**src/rtl/m_word_fetch_pkg.sv**
```systemverilog
// Shared constants, FSM encoding and field-width helpers for the ROM word fetchers
// (modulus, exponent and R fetchers all reuse these).
package m_word_fetch_pkg;

  localparam int unsigned M_DATA_WIDTH = 32;
  localparam int unsigned M_ADDR_WIDTH = 7;
  localparam int unsigned M_ROM_RD_LAT = 2;
  localparam int unsigned M_FIFO_DEPTH = 4;

  typedef enum logic [1:0] {
    FETCH_IDLE   = 2'd0,
    FETCH_FETCH  = 2'd1,
    FETCH_DRAIN  = 2'd2,
    FETCH_FINISH = 2'd3
  } fetch_state_t;

  // Tag = {valid, last, idx}
  function automatic int unsigned fetch_tag_width(input int unsigned aw);
    return aw + 2;
  endfunction

  // FIFO entry = {data, last, idx}
  function automatic int unsigned fetch_entry_width(input int unsigned dw, input int unsigned aw);
    return dw + 1 + aw;
  endfunction

endpackage

```
**src/rtl/fetch_skid_fifo.sv**
```systemverilog
// Synchronous skid FIFO with occupancy count and synchronous flush; shared by the
// modulus and exponent fetchers. DEPTH must be a power of 2.
module fetch_skid_fifo #(
  parameter int unsigned WIDTH = 8,
  parameter int unsigned DEPTH = 4
) (
  input  logic                       clock,
  input  logic                       reset_n,
  input  logic                       flush,
  input  logic                       wr_en,
  input  logic [WIDTH-1:0]           wr_data,
  input  logic                       rd_en,
  output logic [WIDTH-1:0]           rd_data,
  output logic [$clog2(DEPTH):0]     count,
  output logic                       empty
);

  localparam int unsigned PTR_W = $clog2(DEPTH);
  localparam int unsigned CNT_W = PTR_W + 1;
  localparam logic [PTR_W-1:0] PTR_ONE = PTR_W'(1);
  localparam logic [CNT_W-1:0] CNT_ONE = CNT_W'(1);
  localparam logic [CNT_W-1:0] CNT_FULL = CNT_W'(DEPTH);

  logic [WIDTH-1:0] mem [DEPTH];
  logic [PTR_W-1:0] wr_ptr;
  logic [PTR_W-1:0] rd_ptr;
  logic             full;
  logic             do_rd;

  assign empty   = (count == '0);
  assign full    = (count == CNT_FULL);
  assign do_rd   = rd_en && !empty;
  assign rd_data = mem[rd_ptr];

  always_ff @(posedge clock or negedge reset_n) begin
    if (!reset_n) begin
      wr_ptr <= '0;
      rd_ptr <= '0;
      count  <= '0;
      for (int unsigned i = 0; i < DEPTH; i++) mem[i] <= '0;
    end else if (flush) begin
      wr_ptr <= '0;
      rd_ptr <= '0;
      count  <= '0;
    end else begin
      if (wr_en) begin
        mem[wr_ptr] <= wr_data;
        wr_ptr      <= wr_ptr + PTR_ONE;
      end
      if (do_rd) rd_ptr <= rd_ptr + PTR_ONE;
      case ({wr_en, do_rd})
        2'b10:   count <= count + CNT_ONE;
        2'b01:   count <= count - CNT_ONE;
        default: ;
      endcase
    end
  end

  // Upstream credit accounting must keep a free slot for every write.
  a_no_overflow: assert property (@(posedge clock) disable iff (!reset_n) !(wr_en && full && !flush));

endmodule

```
**src/rtl/m_word_fetch.sv**
```systemverilog
// Modulus ROM word fetcher: issues sequential ROM reads, realigns them with a tag pipe
// and streams words through a credit-limited skid FIFO. Define M_FETCH_REVERSE_EN for
// descending (MSW-first) address order.
module m_word_fetch
  import m_word_fetch_pkg::*;
#(
  parameter int unsigned DATA_WIDTH = M_DATA_WIDTH,
  parameter int unsigned ADDR_WIDTH = M_ADDR_WIDTH,
  parameter int unsigned RD_LAT     = M_ROM_RD_LAT,
  parameter int unsigned FIFO_DEPTH = M_FIFO_DEPTH
) (
  input  logic                  clock,
  input  logic                  reset_n,
  input  logic                  start,
  input  logic                  abort,
  input  logic [ADDR_WIDTH-1:0] base_addr,
  input  logic [ADDR_WIDTH:0]   word_count,
  output logic                  busy,
  output logic                  done,
  output logic [ADDR_WIDTH-1:0] mem_address,
  input  logic [DATA_WIDTH-1:0] mem_q,
  output logic [DATA_WIDTH-1:0] out_data,
  output logic                  out_valid,
  input  logic                  out_ready,
  output logic                  out_last,
  output logic [ADDR_WIDTH-1:0] out_index
);

  localparam int unsigned TAG_W   = fetch_tag_width(ADDR_WIDTH);
  localparam int unsigned ENTRY_W = fetch_entry_width(DATA_WIDTH, ADDR_WIDTH);
  localparam int unsigned CNT_W   = $clog2(FIFO_DEPTH) + 1;
  localparam int unsigned CRED_W  = $clog2(FIFO_DEPTH + RD_LAT + 1) + 1;
  localparam logic [ADDR_WIDTH:0] ONE      = (ADDR_WIDTH + 1)'(1);
  localparam logic [CRED_W-1:0]   DEPTH_C  = CRED_W'(FIFO_DEPTH);
  localparam logic [CNT_W-1:0]    CNT_ONE  = CNT_W'(1);

  fetch_state_t state, state_nx;

  logic [ADDR_WIDTH:0]   count_q;
  logic [ADDR_WIDTH:0]   issued_q;
  logic [ADDR_WIDTH-1:0] base_q;
  logic [TAG_W-1:0]      tag_pipe [RD_LAT];
  logic [TAG_W-1:0]      cap_tag;

  logic                  kill;
  logic                  accept;
  logic                  issue;
  logic                  issue_last;
  logic [ADDR_WIDTH-1:0] issue_idx;
  logic [ADDR_WIDTH-1:0] next_addr;
  logic [CRED_W-1:0]     inflight;
  logic [CRED_W-1:0]     used;
  logic                  tags_empty;
  logic                  capture;
  logic                  pop;

  logic [CNT_W-1:0]      fifo_count;
  logic                  fifo_empty;
  logic [ENTRY_W-1:0]    fifo_head;

  assign cap_tag = tag_pipe[RD_LAT-1];
  assign capture = cap_tag[TAG_W-1] && !kill;
  assign pop     = out_valid && out_ready;

  always_comb begin
    kill       = abort && (state != FETCH_IDLE);
    accept     = (state == FETCH_IDLE) && start && !abort;
    inflight   = '0;
    tags_empty = 1'b1;
    for (int unsigned i = 0; i < RD_LAT; i++) begin
      inflight = inflight + CRED_W'(tag_pipe[i][TAG_W-1]);
      if (tag_pipe[i][TAG_W-1]) tags_empty = 1'b0;
    end
    // Words in flight reserve a FIFO slot, so a capture never meets a full FIFO.
    used       = CRED_W'(fifo_count) + inflight;
    issue      = (state == FETCH_FETCH) && (issued_q < count_q) && (used < DEPTH_C) && !kill;
    issue_last = (issued_q == count_q - ONE);
    issue_idx  = ADDR_WIDTH'(issued_q);
`ifdef M_FETCH_REVERSE_EN
    next_addr  = base_q + ADDR_WIDTH'(count_q - issued_q - ONE);
`else
    next_addr  = base_q + ADDR_WIDTH'(issued_q);
`endif

    state_nx = state;
    case (state)
      FETCH_IDLE: begin
        if (accept) state_nx = (word_count == '0) ? FETCH_FINISH : FETCH_FETCH;
      end
      FETCH_FETCH: begin
        if (issued_q == count_q) state_nx = FETCH_DRAIN;
      end
      FETCH_DRAIN: begin
        // The final word is always the last one in the FIFO, so popping it drains it.
        if (tags_empty && ((fifo_count == '0) || ((fifo_count == CNT_ONE) && pop)))
          state_nx = FETCH_FINISH;
      end
      FETCH_FINISH: state_nx = FETCH_IDLE;
      default:      state_nx = FETCH_IDLE;
    endcase
    if (kill) state_nx = FETCH_IDLE;
  end

  always_ff @(posedge clock or negedge reset_n) begin
    if (!reset_n) begin
      state       <= FETCH_IDLE;
      busy        <= 1'b0;
      done        <= 1'b0;
      count_q     <= '0;
      issued_q    <= '0;
      base_q      <= '0;
      mem_address <= '0;
      for (int unsigned i = 0; i < RD_LAT; i++) tag_pipe[i] <= '0;
    end else begin
      state <= state_nx;
      busy  <= (state_nx != FETCH_IDLE);
      done  <= (state == FETCH_FINISH) && !kill;
      if (accept) begin
        count_q  <= word_count;
        base_q   <= base_addr;
        issued_q <= '0;
      end
      if (issue) begin
        mem_address <= next_addr;
        issued_q    <= issued_q + ONE;
      end
      // Tag enters with the mem_address update and leaves as mem_q becomes valid.
      tag_pipe[0] <= issue ? {1'b1, issue_last, issue_idx} : '0;
      for (int unsigned i = 1; i < RD_LAT; i++) tag_pipe[i] <= tag_pipe[i-1];
      if (kill) begin
        for (int unsigned i = 0; i < RD_LAT; i++) tag_pipe[i] <= '0;
      end
    end
  end

  fetch_skid_fifo #(
    .WIDTH (ENTRY_W),
    .DEPTH (FIFO_DEPTH)
  ) u_fifo (
    .clock   (clock),
    .reset_n (reset_n),
    .flush   (kill),
    .wr_en   (capture),
    .wr_data ({mem_q, cap_tag[TAG_W-2:0]}),
    .rd_en   (out_ready),
    .rd_data (fifo_head),
    .count   (fifo_count),
    .empty   (fifo_empty)
  );

  assign out_valid = !fifo_empty;
  assign out_data  = fifo_head[ENTRY_W-1 -: DATA_WIDTH];
  assign out_last  = fifo_head[ADDR_WIDTH];
  assign out_index = fifo_head[ADDR_WIDTH-1:0];

endmodule

```
**config.mk**
```make
export PLATFORM = sky130hd
export DESIGN_NAME = m_word_fetch
export DESIGN_NICKNAME = d
export VERILOG_FILES = /design/src/rtl/m_word_fetch_pkg.sv /design/src/rtl/fetch_skid_fifo.sv /design/src/rtl/m_word_fetch.sv
export SDC_FILE = /design/constraint.sdc
export NUM_CORES = 1
export LEC_CHECK = 0
export ABC_AREA = 1
export CAP_MARGIN = 5
export CORE_AREA = 4 4 207 209
export CTS_CLUSTER_SIZE = 14
export DETAILED_ROUTE_END_ITERATION = 16
export DIE_AREA = 0 0 211 213
export PLACE_DENSITY = 0.52
export SLEW_MARGIN = 30
export SYNTH_ARGS = -nofsm -noshare
export SYNTH_HDL_FRONTEND = slang
export SYNTH_SLANG_ARGS = --single-unit
```
**constraint.sdc**
```tcl
create_clock -name clock -period 3.52 [get_ports clock]
set_clock_uncertainty 0.2 [all_clocks]
set_input_delay 0.352 -clock clock [delete_from_list [all_inputs] [get_ports clock]]
set_output_delay 0.352 -clock clock [all_outputs]
set_load 0.02 [all_outputs]
```
==> results.md, run 1 <==
- Die W: 211 um
- Yosys top cell by area: dfrtp_1
- DIE AREA: 0.0449 sq mm
- Hold Path Class: input port to flop
- Reg2Reg Depth: 11
- Remaining global-route overflow: 0
- Initial antenna violation count: 2
- DPL Wire Length: 16000 um
- Post-synth EDFFs: 0
- Via/cell ratio: 4.44
- Syn_area_per_cell: 8.74 sq um
- Delay-heaviest family, CP: buffers and inverters
- Post-CTS Hold Fix Bufs: 1
- Critical path's largest stage delay: 690 ps
- Vias in the first global route: 7909
- GR Util All Layers: 0.115
- Post-synthesis sequential area ratio: 0.538
- Async set-or-reset flop fraction in the synthesized netlist: 1.00
- Clk sinks: 219
- Post-synth top flop: dfrtp_1
- Core Rows: 74
- Clk_lat worst skew: 530 ps
- Tot Pwr: 11.1 mW
- Hold Crit Start: base_addr[6]
- Setup crit end kind: output pin
- Vias: 7987
- Least-Margin Pin Slew: 877 ps
- Post-Syn Area: 0.0102 sq mm
- Max-Cap Viols: 0
- # setup viols final: 0
- Slowest CP cell: buf_4
- Max Fclk: 304 MHz
- Global-route wire length before repair: 42700 um
- Worst EP arrival: 2740 ps
- Initial drt markers: 505
- Synth area leaders: dfrtp_1 (54%), o21ai_0 (11%), nand2_1 (9.4%)
- Setup bufs post-CTS: 0
- Commonest non-fill, non-tap cells in the layout: nand2_1 (254), dfrtp_1 (218), o21ai_0 (214), nor2_1 (117), clkdlybuf4s50_1 (100)
- Drt drc: 0
- Port Buffers: 101
- Reg-to-Reg End: issued_q[0]$_DFFE_PN0P_
- Critical setup path kind: flop to output pin
- Post-route minimum period: 3290 ps
- ANT cells: 0
- P_leak: 5.74 nW
- Finished Layout Cells: 1798
- Status: complete, no violations
- Die span in y: 213 um
- Final Wtd Congestion: 0.744
- Drt total wl: 25900 um
- Worst-path cell chain: buf_4 > o21ai_0 > o22ai_1 > clkdlybuf4s50_1
- Crit path launch type: flop
- Cells after Synth: 1167
- Routed Antenna Nets: 0
- PostCTS Resize Cnt: 0
- Drt wl/cell: 14.4 um
- Commonest non-fill, non-tap cell in the layout: nand2_1
- First-pass DRT Iterations: 5
- Worst path bufs/invs: 2
- Share of cells above drive strength 1: 0.0632
- Clock-pin transition on the worst setup and hold timing paths: 60 ps
- R2R setup slack: 1410 ps
- Final hold violation count: 0
- Clk buf depth: 3
- Ports: 102
- Root Driver: clkbuf_16
- Mapped Nets: 1245
- Worst hold stages: 3
- Reg2reg start: issued_q[5]$_DFFE_PN0P_
- CTS Buf Count: 27
- Synthesis-stage register bit count: 219
- Fin Setup TNS: 0 ps
- CTS tree: done
- Final core occ: 0.305
- Max IR drop VDD: 0.339 mV
- Largest net degree at the start of global routing: 97
- Hold Path Sink: base_q[6]$_DFFE_PN0P_
- Dpl cells: 1750
- Crit-path max FO: 81
- Core area: 0.0408 sq mm
- RSZ-0062 raised after global routing: false
- Req. time, crit path: 2970 ps
- Yosys warns: 0
- Max H-tree Level: 1
- Share of the synthesized area in the top cell type: 0.538
- Max_slew headroom: 0.415
- Max Slew Vio Count: 0
- Distinct cells, synth: 36
- Final worst-path cycle share: 0.934
- Area grow syn2layout: 22.3%
- Pwr per Cell Area: 894 mW/mm^2
- Fin nets: 1326
- Starting density of the core: 0.250
## worst max-delay path by stage
| stage | startpoint | endpoint | slack (ps) | cells past startpoint |
|---|---|---|---|---|
| after floorplan | u_fifo.rd_ptr[0]$_DFFE_PN0P_ | out_data[0] | 1640 | 5 |
| after global placement | u_fifo.rd_ptr[1]$_DFFE_PN0P_ | out_data[22] | 760 | 5 |
| after detailed placement | u_fifo.rd_ptr[1]$_DFFE_PN0P_ | out_data[22] | 770 | 5 |
| after CTS | u_fifo.rd_ptr[1]$_DFFE_PN0P_ | out_data[22] | 180 | 5 |
| after global routing | u_fifo.rd_ptr[0]$_DFFE_PN0P_ | out_data[3] | 20 | 4 |
| final | u_fifo.rd_ptr[0]$_DFFE_PN0P_ | out_data[7] | 230 | 4 |
## cells in the mapped netlist (2+ instances only)
cell type	number
o21ai_1	52
dfrtp_1	219
inv_1	99
a31oi_1	2
nor2_2	2
buf_2	16
nand3_1	15
nor3_1	3
nor2_1	117
nand3_2	3
buf_6	19
clkbuf_1	20
xnor2_1	7
a21o_1	2
ha_1	25
xor2_1	9
buf_1	4
nand2_4	8
o21ai_0	214
buf_4	4
inv_2	3
a21oi_1	5
nand2_1	254
o22ai_2	3
nand4_1	10
o22ai_1	42
## state kept, by name (all words and copies together), names as in the netlist
name           flops
base_q             7
busy               1
u_fifo.rd_ptr      2
done               1
cap_tag            9
u_fifo.count       3
tag_pipe           9
issued_q           8
mem_address        7
u_fifo.wr_ptr      2
u_fifo.mem       160
state              2
count_q            8
## kinds of logic (layout without fill, tap and decap cells)
kind of cell	count (synthesis)	in the layout	share of synthesized area
AND/OR/NAND/NOR	415	415	0.168
XOR/XNOR	16	16	0.0137
buffers and inverters	168	267	0.0800
flip-flops	219	219	0.538
adder cells (fa/ha/maj)	26	26	0.0326
AO/OA/AOI/OAI	323	323	0.168
## cell type report
cell class	instances	area, sq um
timing repair buffer	115	1190
inverter	105	402
tap	532	666
clock buffer	41	798
clock inverter	6	36.3
sequential	219	5480
fill	4300	28400
multi-input combinational	780	3900
## worst register-to-register path, cell delays in order (launching register included)
cell,delay [ps]
dfrtp_1,480
ha_1,330
nand2_1,70
nand2_1,40
nand2_1,50
nand2_1,80
nor2_4,130
nand2_4,210
nand2_4,220
nor2_2,50
a21oi_2,90
inv_1,40
## metrics by stage
step           hold WS [ps]  cell area (sq um)  worst slack (ps)
2_1_floorplan          -144              10200              1640
3_3_place_gp            250              11600               761
3_5_place_dp            260              11600               769
4_1_cts                 119              12500               182
5_1_grt                 138              12500              24.3
6_report                155              12500               233
## power by group
| part | internal (mW) | switching, mW |
|---|---|---|
| clock | 1.55 | 1.05 |
| sequential | 3.26 | 0.517 |
| combinational | 1.91 | 2.85 |
## routing by layer
layer	up-vias	part of all wire	track usage
met5	-	0.00050	0
met4	2	0.020	0.0300
met3	41	0.051	0.0253
met2	152	0.44	0.179
met1	3801	0.48	0.164
li1	3991	-	-
Note: power is estimated with default switching activity, not from simulation.
==> run 2, diff against run 1 <==
CORE_AREA = 2 2 174 176   (was 4 4 207 209)
DIE_AREA = 0 0 176 178   (was 0 0 211 213)
PLACE_DENSITY = 0.64   (was 0.52)
==> run 2 against run 1 <==
  * Cell count shrank 8.3%
  * Die area decreased by 30%
  * Flip-flop and latch count unchanged
  * Register-to-register slack improved by 20 ps
  * First-iteration DRC count rose by 9.7%
  * Critical path depth unchanged
  * Critical path type unchanged
  * Largest cell class unchanged
==> results.md, run 2 (synthesis results as in run 1) <==
- Share of cells above drive strength 1: 0.0620 (was 0.0632)
- Core Rows: 63 (was 74)
- Drt total wl: 23700 um (was 25900 um)
- Max Slew Vio Count: 0 (unchanged)
- Grt met1 use: 0.222 (was 0.164)
- Reg2reg start: count_q[3]$_DFFE_PN0P_ (was issued_q[5]$_DFFE_PN0P_)
- Fin Setup TNS: 0 ps (unchanged)
- # setup viols final: 0 (unchanged)
- Vias: 7969 (was 7987)
- Req. time, crit path: 2970 ps (about the same)
- Critical setup path kind: flop to output pin (unchanged)
- Max-Cap Viols: 0 (unchanged)
- Clk_lat worst skew: 510 ps (was 530 ps)
- Drt drc: 0 (unchanged)
- Global-route wire length before repair: 40100 um (was 42700 um)
- GRT busiest layer: met2 (unchanged)
- Design internal power: 6.94 mW (was 6.73 mW)
- Final Wtd Congestion: 0.804 (was 0.744)
- Clk sinks: 219 (unchanged)
- Switching Power: 4.38 mW (was 4.42 mW)
- Largest net degree at the start of global routing: 90 (was 97)
- Post-route minimum period: 3240 ps (was 3290 ps)
- Finished Layout Cells: 1649 (was 1798)
- Max_slew headroom: 0.418 (was 0.415)
- Port Buffers: 101 (unchanged)
- Critical Path Start: u_fifo.rd_ptr[0]$_DFFE_PN0P_ (unchanged)
- Max Fclk: 309 MHz (was 304 MHz)
- GR Layer Usage met3: 0.0243 (was 0.0253)
- PostCTS Resize Cnt: 0 (unchanged)
- Core area: 0.0294 sq mm (was 0.0408 sq mm)
- Fillers: 2910 (was 4300)
- Least-Margin Pin Slew: 873 ps (was 877 ps)
- RSZ-0062 raised after global routing: false (unchanged)
- Clk pwr share: 0.249 (was 0.233)
- Tot Pwr: 11.3 mW (was 11.1 mW)
- Final core occ: 0.419 (was 0.305)
- Setup bufs post-CTS: 0 (unchanged)
- Combinational power share: 0.418 (was 0.428)
- Final worst-path cycle share: 0.920 (was 0.934)
- Commonest non-fill, non-tap cells in the layout: nand2_1 (254), dfrtp_1 (218), o21ai_0 (214), nor2_1 (117), clkdlybuf4s50_1 (100) (unchanged)
- Root Driver: clkbuf_16 (unchanged)
- Max H-tree Level: 1 (unchanged)
- Setup crit end: out_data[1] (was out_data[7])
- Hold_ws: 172 ps (was 155 ps)
- R2R setup slack: 1430 ps (was 1410 ps)
- Max IR drop VDD: 0.528 mV (was 0.339 mV)
- Worst Setup Slack, final: 281 ps (was 233 ps)
- First-pass DRT Iterations: 5 (unchanged)
- Hold Path Class: input port to flop (unchanged)
- Final instance area: 0.0123 sq mm (was 0.0125 sq mm)
- Sequential cell fraction of total power: 0.333 (was 0.339)
- GR Util met2: 0.252 (was 0.179)
- Fin nets: 1319 (was 1326)
- Crit-path max FO: 81 (unchanged)
- Most flops, register: u_fifo.mem (unchanged)
- Die W: 176 um (was 211 um)
- Setup crit end kind: output pin (unchanged)
- Crit path launch type: flop (unchanged)
- Ports: 102 (unchanged)
- Final hold violation count: 0 (unchanged)
- Pwr per Cell Area: 919 mW/mm^2 (was 894 mW/mm^2)
- Dpl cells: 1604 (was 1750)
- Drt wl/cell: 14.4 um (about the same)
- DPL Wire Length: 14600 um (was 16000 um)
- Vias in the first global route: 7809 (was 7909)
- Via/cell ratio: 4.83 (was 4.44)
- Starting density of the core: 0.347 (was 0.250)
- Routed Antenna Nets: 0 (unchanged)
- Initial drt markers: 554 (was 505)
- Reg2Reg Depth: 10 (was 11)
- Worst EP arrival: 2690 ps (was 2740 ps)
- Sw frac: 0.387 (was 0.397)
- Clock-pin transition on the worst setup and hold timing paths: 70 ps (was 60 ps)
- Register area: 0.00548 sq mm (unchanged)
- Initial antenna violation count: 0 (was 2)
- P_leak: 5.73 nW (was 5.74 nW)
- Placement Cell Area: 0.0114 sq mm (was 0.0116 sq mm)
- Clk buf depth: 3 (unchanged)
- DIE AREA: 0.0313 sq mm (was 0.0449 sq mm)
- Commonest non-fill, non-tap cell in the layout: nand2_1 (unchanged)
- Area grow syn2layout: 20.8% (was 22.3%)
- Status: complete, no violations (unchanged)
- Die span in y: 178 um (was 213 um)
- Post-place setup slack: 827 ps (was 769 ps)
- Max FFs per register: 160 (unchanged)
- CTS tree: done (unchanged)
- Multi-input logic area: 0.00390 sq mm (unchanged)
- Reg-to-Reg End: issued_q[0]$_DFFE_PN0P_ (unchanged)
- CTS Buf Count: 24 (was 27)
- GR Util All Layers: 0.156 (was 0.115)
- ANT cells: 0 (unchanged)
- Remaining global-route overflow: 0 (unchanged)
[run 2: changes by cell type in the layout (fill, tap and decap cells not counted), moves of 2 or more]
cell        change
bufinv_16       +5
clkinvlp_4      +3
clkbuf_16       -2
clkbuf_1        -5
clkinv_2        -2
buf_4           -3
[run 2: worst min path at each step]
stage	depth (start not counted)	to	slack (ps)	from
floorplan	0	base_q[0]$_DFFE_PN0P_	-140	reset_n
global placement	2	cap_tag[2]$_DFF_PN0_	250	tag_pipe[11]$_DFF_PN0_
detailed placement	2	cap_tag[6]$_DFF_PN0_	260	tag_pipe[15]$_DFF_PN0_
CTS	3	base_q[5]$_DFFE_PN0P_	150	base_addr[5]
global route	3	base_q[2]$_DFFE_PN0P_	190	base_addr[2]
finish	3	base_q[5]$_DFFE_PN0P_	170	base_addr[5]
[run 2: per-layer routing]
metal	vias to the layer above	wire length [um]
li1	3970	-
met1	3779	11200
met2	189	10900
met3	31	1200
met4	0	366
met5	-	0
[run 2: cell type report]
type / count / share of cell area
flip-flops and latches: 219 / 0.445
well taps: 390 / 0.0396
clock inverters: 12 / 0.0162
multi-input cells: 780 / 0.317
clock buffers: 32 / 0.0570
inverters: 105 / 0.0326
repair buffers: 111 / 0.0928
[run 2: power by group through the flow]
stage	Clock, mW	Sequential, mW	Combinational [mW]
detailed placement	0	3.80	4.78
floorplan	0	3.69	3.17
CTS	2.88	3.77	4.80
global placement	0	3.79	4.69
finish	2.81	3.77	4.73
global route	2.98	3.88	5.36
[run 2: worst max-delay path, cell delays in order (launching register included)]
cell	delay, ps
dfrtp_2	360
buf_4	620
o21ai_0	200
o22ai_1	260
clkdlybuf4s50_1	650
[run 2: what timing repair did]
action | CTS | global route
endpoints found under the setup margin | 0 | 0
hold buffers | 1 | 0
endpoints found under the hold margin | 87 | 0
==> run 3, diff against run 2 <==
CORE_AREA = 10 10 182 184   (was 2 2 174 176)
DIE_AREA = 0 0 192 194   (was 0 0 176 178)
==> run 3 against run 2 <==
  * Total power grew 0.94%
  * Hold slack lost 62 ps
  * Cell area grew 0.82%
==> results.md, run 3 (synthesis results as in run 1) <==
- Vias in the first global route: 7857 (was 7809)
- ANT cells: 0 (unchanged)
- Clk buf depth: 3 (unchanged)
- Port Buffers: 101 (unchanged)
- Crit path launch type: flop (unchanged)
- Max IR drop VDD: 0.520 mV (was 0.528 mV)
- RSZ-0062 raised after global routing: false (unchanged)
- Fin nets: 1324 (was 1319)
- Final hold violation count: 0 (unchanged)
- Starting density of the core: 0.347 (unchanged)
- Reg2reg start: count_q[5]$_DFFE_PN0P_ (was count_q[3]$_DFFE_PN0P_)
- Pwr per Cell Area: 920 mW/mm^2 (was 919 mW/mm^2)
- Reg-to-Reg End: issued_q[0]$_DFFE_PN0P_ (unchanged)
- Clk_lat worst skew: 520 ps (was 510 ps)
- Ports: 102 (unchanged)
- Req. time, crit path: 2970 ps (about the same)
- R2R setup slack: 1430 ps (about the same)
- Max-Cap Viols: 0 (unchanged)
- Max Fclk: 303 MHz (was 309 MHz)
- CTS tree: done (unchanged)
- Reg2Reg Depth: 12 (was 10)
- Clk sinks: 219 (unchanged)
- Fillers: 2904 (was 2910)
- Vias: 8020 (was 7969)
- Initial drt markers: 527 (was 554)
- Remaining global-route overflow: 0 (unchanged)
- Commonest non-fill, non-tap cells in the layout: nand2_1 (254), dfrtp_1 (218), o21ai_0 (214), nor2_1 (117), clkdlybuf4s50_1 (100) (unchanged)
- First-pass DRT Iterations: 4 (was 5)
- Die span in y: 194 um (was 178 um)
- DPL Wire Length: 15500 um (was 14600 um)
- Max H-tree Level: 1 (unchanged)
- Final worst-path cycle share: 0.938 (was 0.920)
- Worst EP arrival: 2750 ps (was 2690 ps)
- Most flops, register: u_fifo.mem (unchanged)
- P_leak: 5.78 nW (was 5.73 nW)
- # setup viols final: 0 (unchanged)
- DIE AREA: 0.0372 sq mm (was 0.0313 sq mm)
- Core Rows: 63 (unchanged)
- Final core occ: 0.422 (was 0.419)
- Drt wl/cell: 14.9 um (was 14.4 um)
- Global-route wire length before repair: 41300 um (was 40100 um)
- Routed Antenna Nets: 0 (unchanged)
- Status: complete, no violations (unchanged)
- Least-Margin Pin Slew: 860 ps (was 873 ps)
- CTS Buf Count: 26 (was 24)
- Share of cells above drive strength 1: 0.0664 (was 0.0620)
- Fin Setup TNS: 0 ps (unchanged)
- Via/cell ratio: 4.84 (was 4.83)
- Area grow syn2layout: 21.8% (was 20.8%)
- Initial antenna violation count: 0 (unchanged)
- Drt total wl: 24700 um (was 23700 um)
- Commonest non-fill, non-tap cell in the layout: nand2_1 (unchanged)
- Critical setup path kind: flop to output pin (unchanged)
- Clock-pin transition on the worst setup and hold timing paths: 60 ps (was 70 ps)
- GR Util All Layers: 0.131 (was 0.156)
- Drt drc: 0 (unchanged)
- Setup crit end kind: output pin (unchanged)
- Max_slew headroom: 0.427 (was 0.418)
- Post-route minimum period: 3300 ps (was 3240 ps)
- Core area: 0.0294 sq mm (unchanged)
- Die W: 192 um (was 176 um)
- Crit-path max FO: 81 (unchanged)
- Max FFs per register: 160 (unchanged)
- Final Wtd Congestion: 0.810 (was 0.804)
- Root Driver: clkbuf_16 (unchanged)
- Hold Path Class: input port to async pin (was input port to flop)
- Max Slew Vio Count: 0 (unchanged)
- Largest net degree at the start of global routing: 105 (was 90)
run 3: metal layers:
layer,global-route usage,vias to the layer above,part of all wire
met5,0,-,0
met4,0.0278,0,0.018
met3,0.0255,30,0.050
met2,0.215,172,0.47
met1,0.176,3838,0.46
li1,-,3980,-
run 3: critical path: stages, from the launching register on:
cell and delay [ps]:
dfrtp_2 360, buf_4 660, o21ai_0 210, o22ai_1 290
clkdlybuf4s50_1 660
run 3: how the worst max path moves through the flow:
stage / start / to / slack [ps]
final: u_fifo.rd_ptr[0]$_DFFE_PN0P_ / out_data[9] / 220
after global routing: u_fifo.rd_ptr[0]$_DFFE_PN0P_ / out_index[1] / 60
after CTS: u_fifo.rd_ptr[0]$_DFFE_PN0P_ / out_index[1] / 260
after detailed placement: u_fifo.rd_ptr[0]$_DFFE_PN0P_ / out_index[1] / 820
after global placement: u_fifo.rd_ptr[0]$_DFFE_PN0P_ / out_index[1] / 830
after floorplan: u_fifo.rd_ptr[0]$_DFFE_PN0P_ / out_data[0] / 1640
run 3: area by class of cell:
type / count / area [sq um] / area share
Timing Repair Buffer: 114 / 1180 / 0.0954
Sequential cell: 219 / 5480 / 0.442
Inverter: 105 / 402 / 0.0324
Clock inverter: 12 / 190 / 0.0153
Multi-Input combinational cell: 780 / 3900 / 0.314
Clock buffer: 36 / 769 / 0.0620
Tap cell: 390 / 488 / 0.0393
run 3: timing repair:
action                    CTS  global route
buffers inserted            0             0
hold endpoints to repair  100             0
gates resized for setup     0             0
hold buffers                1             0
run 3: report_power, final:
| part | switching [mW] | leakage [nW] | internal [mW] |
|---|---|---|---|
| Sequential | 0.488 | 2.94 | 3.26 |
| Clock | 1.07 | 0.460 | 1.83 |
| Combinational | 2.87 | 2.38 | 1.90 |
run 3: stage by stage:
step | instances | hold slack [ps] | cell area [sq um] | setup WS (ps) | total power, mW
global route | 1656 | 128 | 12400 | 60.1 | 12.3
global placement | 1606 | 258 | 11400 | 828 | 8.50
detailed placement | 1606 | 258 | 11400 | 815 | 8.61
finish | 1656 | 109 | 12400 | 219 | 11.4
floorplan | 1167 | -144 | 10200 | 1640 | 6.87
CTS | 1655 | 145 | 12400 | 258 | 11.6
==> RTL change 1, RTL diff (flow settings as in run 3) <==
Build with the macro `M_FETCH_REVERSE_EN` defined.
--- a/src/rtl/m_word_fetch.sv
+++ b/src/rtl/m_word_fetch.sv
@@ -1,6 +1,8 @@
 // Modulus ROM word fetcher: issues sequential ROM reads, realigns them with a tag pipe
 // and streams words through a credit-limited skid FIFO. Define M_FETCH_REVERSE_EN for
 // descending (MSW-first) address order.
+`define M_FETCH_REVERSE_EN
+
 module m_word_fetch
   import m_word_fetch_pkg::*;
 #(
Function: changed (a bounded check fails within 4 cycles, from zero or initial values and one cycle with reset_n low).
==> RTL change 1 against run 3 <==
First-iteration DRC count up 15%; power down 3.7%; final area grew 0.48%; synthesized cell count rose by 0.94%; area after synthesis is 1.8% higher; final cell count rose by 0.36%; sequential cell count unchanged; wire length rose by 0.36%; clock power fell by 13%; die area stayed put; global-route usage increased by 0.081 points; setup slack gained 250 ps; critical path type unchanged; critical endpoint is now out_data[17]; largest cell class unchanged; largest power group unchanged.
==> RTL change 1: results (changes against run 3) <==
metric	value	unit	change
status	complete, no violations		
Post-Synth XOR/XNOR Area	1.013	%	-0.36 points
post-synthesis adder-cell area fraction	4.245	%	+0.98 points
Post-Place Worst Slack	975.1	ps	+159.9 ps
final core utilization	42.43	%	+0.20 points
WHS Endpoint	base_q[0]		
total CTS buffers	25		-3.8%
GP Congestion	0.8155		+0.74%
Slowest-stage cell, CP	clkdlybuf4s50_1		
maximum VDD drop	0.4523	mV	-13%
worst hold path type	input pin to register		
Post-Place Cells	1616		+0.62%
share of layout cells above drive strength 1	9.198	%	+2.6 points
GRT Total Usage	13.23	%	+0.081 points
Synth area leaders	dfrtp_1, nand2_1, o21ai_1		
FF-to-FF setup slack	1050	ps	-380 ps
Synth Area in Compound Gates	17.86	%	+1.1 points
Vias/cell	4.819		-0.49%
leakage	5.773	nW	-0.19%
sequential area share after synthesis	52.82	%	-0.94 points
routed length per instance	14.91	µm	about the same
post-synth top area share	52.82	%	-0.94 points
final WL	24780	µm	+0.36%
Post-synth top cells	nand2_1, dfrtp_1, o21ai_1		
FF-to-FF path depth	10		-2
Clock Path Buffers	3		unchanged
placed instance area	0.01166	mm²	+2.1%
first-pass GRT wire length	41700	µm	+0.87%
DRT Pass-1 Iters	5		+1
fill cell count	2852		-1.8%
clock transition at the registers of the reported paths	60	ps	about the same
vias in the first global route	8186		+4.2%
post-detail-place hpwl	15690	µm	+1.1%
cells after synthesis	1178		+0.94%
WHS	176.8	ps	+67.61 ps
crit path max fanout	68		-16%
DRC marker count from the first detailed-route iteration	606		+15%
top-count cell post-synth	nand2_1		
Critical R2R Launch	count_q[3]		
Rel. slew slack	39.35	%	-3.3 points
-- RTL change 1: cell count changes after synthesis, sizes merged, moves of 3 or more --
cell          run 3  this run
fa                1         7
nand2           263       256
o21ai           266       271
xor2              9         6
nand3            18        28
nand4            10         5
inv             104       109
buf              43        40
-- RTL change 1: power by group through the flow --
stage	sequential, W	combinational, W	clock [W]
finish	0.00356	0.00493	0.00252
detailed placement	0.00359	0.00498	0
CTS	0.00355	0.00501	0.00259
global route	0.00364	0.00553	0.00269
floorplan	0.00355	0.00325	0
global placement	0.00357	0.00489	0
-- RTL change 1: per-layer routing --
metal  vias to the layer above  GRT usage (%)  share of wire [%]
met5                         -              0                  0
met4                         0          2.318                1.2
met3                        24          2.194                4.7
met2                       161          22.09                 47
met1                      3814          17.76                 47
li1                       4011              -                  -
-- RTL change 1: final cells by class --
| type | count | area share, % |
|---|---|---|
| Inverter | 111 | 3.390 |
| Clock buffer | 36 | 5.827 |
| Tap cell | 390 | 3.912 |
| Sequential cell | 219 | 43.94 |
| Clock inverter | 9 | 0.6219 |
| Timing Repair Buffer | 111 | 9.358 |
| Multi-Input combinational cell | 786 | 32.95 |
-- RTL change 1: worst register-to-register path: stages (launching register included) --
cell     delay (ps)
dfrtp_1         390
inv_1           130
fa_1            550
inv_1            50
ha_1            360
a21oi_1         100
or2_2           270
nand3_1          80
xor2_1          160
nand2_1          60
nand2_1          50
-- RTL change 1: timing repair --
action                    in CTS  in global routing
hold buffers                   1                  0
gates resized for setup        0                  0
hold endpoints to repair     100                  0
-- RTL change 1: worst max-delay path by stage --
stage / endpoint / slack, ps
final: out_data[17] / 470
after global routing: out_data[6] / 360
after CTS: out_data[26] / 420
after detailed placement: out_data[26] / 980
after global placement: out_data[26] / 1010
after floorplan: mem_address[6] / 1240
==> RTL change 2, RTL diff (config.mk and constraints of run 3) <==
Without the edit above. The 4 states of `fetch_state_t` get a one-hot encoding in 4 bits.
--- a/src/rtl/m_word_fetch_pkg.sv
+++ b/src/rtl/m_word_fetch_pkg.sv
@@ -7,11 +7,11 @@
   localparam int unsigned M_ROM_RD_LAT = 2;
   localparam int unsigned M_FIFO_DEPTH = 4;
 
-  typedef enum logic [1:0] {
-    FETCH_IDLE   = 2'd0,
-    FETCH_FETCH  = 2'd1,
-    FETCH_DRAIN  = 2'd2,
-    FETCH_FINISH = 2'd3
+  typedef enum logic [3:0] {
+    FETCH_IDLE   = 4'b0001,
+    FETCH_FETCH  = 4'b0010,
+    FETCH_DRAIN  = 4'b0100,
+    FETCH_FINISH = 4'b1000
   } fetch_state_t;
 
   // Tag = {valid, last, idx}
Check against the original RTL: no difference found for any inputs over 4 cycles, from zero or initial values and one cycle with reset_n low; so few cycles prove little.
==> RTL change 2 against run 3 <==
Power fell by 15%; final area rose by 3.0%; setup slack improved by 190 ps; wire length rose by 2.1%; fmax rose by 6.1%; sequential cell count rose by 2; area after synthesis rose by 4.5%; die area did not move; largest cell class unchanged.
==> RTL change 2: results (changes against run 3) <==
metric	value	unit	change
status	complete, no violations		
post-synthesis adder-cell area fraction	3.124	%	-0.14 points
total CTS buffers	26		unchanged
Post-synth top cells	nand2_1, dfrtp_1, nor2_1		
met3 WL	1117	µm	-9.9%
sequential area share after synthesis	51.91	%	-1.8 points
first-pass GRT wire length	42510	µm	+2.8%
DRC marker count from the first detailed-route iteration	447		-15%
Async SR Flop Fraction	100.0	%	unchanged
Largest register FFs	160		unchanged
yosys warns	0		unchanged
setup violators final	0		unchanged
GRT Total Usage	13.57	%	+0.43 points
leakage	5.999	nW	+3.7%
Tightest Pin Transition	623.9	ps	-235.8 ps
hold_buf cts	1		unchanged
met2 wire length	12050	µm	+4.1%
mux share of post-synthesis cell area	0	%	unchanged
Slowest-stage cell, CP	clkdlybuf4s50_1		
routed length per instance	14.98	µm	+0.47%
worst hold path type	input pin to async pin		
Critical Path AT	2560	ps	-190 ps
count of cell types in the netlist	32		-11%
Synth Area in Compound Gates	18.58	%	+1.8 points
post-detail-place hpwl	16350	µm	+5.3%
share of layout cells above drive strength 1	12.61	%	+6.0 points
FF-to-FF path depth	11		-1
largest net degree at the start of global routing	116		+10%
PortBufs	101		unchanged
Met1 Wirelength	11720	µm	+2.6%
Post-Place Worst Slack	906.2	ps	+90.98 ps
Synth area leaders	dfrtp_1, nand2_1, o21ai_2		
DRT Pass-1 Iters	6		+2
Post-Synth XOR/XNOR Area	1.855	%	+0.48 points
crit path max fanout	21		-74%
Critical R2R Launch	issued_q[5]		
clock transition at the registers of the reported paths	60	ps	about the same
vias in the first global route	8223		+4.7%
Mapped Nets	1267		+1.8%
Vias/cell	4.784		-1.2%
nets	1352		+2.1%
GP Congestion	0.7796		-3.7%
placed instance area	0.01192	mm²	+4.4%
delay-heaviest family, CP	buffers and inverters		
initial antenna violation count	0		unchanged
maximum VDD drop	0.4957	mV	-4.7%
H-tree depth	1		unchanged
[RTL change 2: cell types whose count changed in the layout (fill, tap and decap cells not counted), sizes merged, moves of 2 or more]
cell,run 3,this run
a21o,2,0
xor2,9,12
a21oi,6,10
o22ai,45,40
bufinv,4,0
clkinv,4,2
nand2,263,270
nor2,120,117
nand4,10,8
buf,12,22
clkinvlp,3,0
nand3,18,32
clkbuf,37,45
[RTL change 2: worst reg2reg max path, stage by stage (launching register included)]
cell and delay (ps):
dfrtp_1 520, ha_1 310, nand2_1 70, nand2_1 50, nand2_1 60, nand2_1 50, nor2_1 80, nand3_1 320
inv_1 280, nand2_1 120, nand2_1 80, inv_1 40
[RTL change 2: path summary, 6_finish.rpt]
kind / slack (ps) / end
worst min-delay path: 100 / u_fifo.mem[24]
min in group clock: 170 / base_q[2]
worst max-delay path: 410 / out_index[6]
max in group asynchronous: 1990 / u_fifo.mem[79]
worst max register to register: 1230 / issued_q[0]
worst min register to register: 270 / cap_tag[6]
[RTL change 2: per-layer routing]
layer,up-vias,track usage [%]
met5,-,0
met4,0,2.432
met3,24,2.302
met2,132,23.03
met1,3832,17.84
li1,4064,-
[RTL change 2: cell type report]
type | instances | area, µm²
Fill cell | 2908 | 16620
Tap cell | 390 | 488.0
Multi-Input combinational cell | 797 | 4252
Clock buffer | 45 | 823.3
Clock inverter | 2 | 10.01
Sequential cell | 221 | 5533
Timing Repair Buffer | 123 | 1279
Inverter | 105 | 401.6
[RTL change 2: report_power, final]
group,internal (W),switching (W),leakage [nW]
Clock,0.00157,0.00101,0.410
Combinational,0.00159,0.00229,2.60
Sequential,0.00296,0.000254,2.99
[RTL change 2: through the flow]
| step | total power [W] | std cells |
|---|---|---|
| floorplan | 0.005609 | 1189 |
| global route | 0.01039 | 1683 |
| global placement | 0.007127 | 1634 |
| finish | 0.009661 | 1683 |
| detailed placement | 0.007175 | 1634 |
| CTS | 0.009827 | 1682 |
[RTL change 2: kinds of logic after synthesis]
kind of cell,Yosys count
adder cells (fa/ha/maj),26
buffers and inverters,171
flip-flops,221
AO/OA/AOI/OAI,318
AND/OR/NAND/NOR,432
XOR/XNOR,21
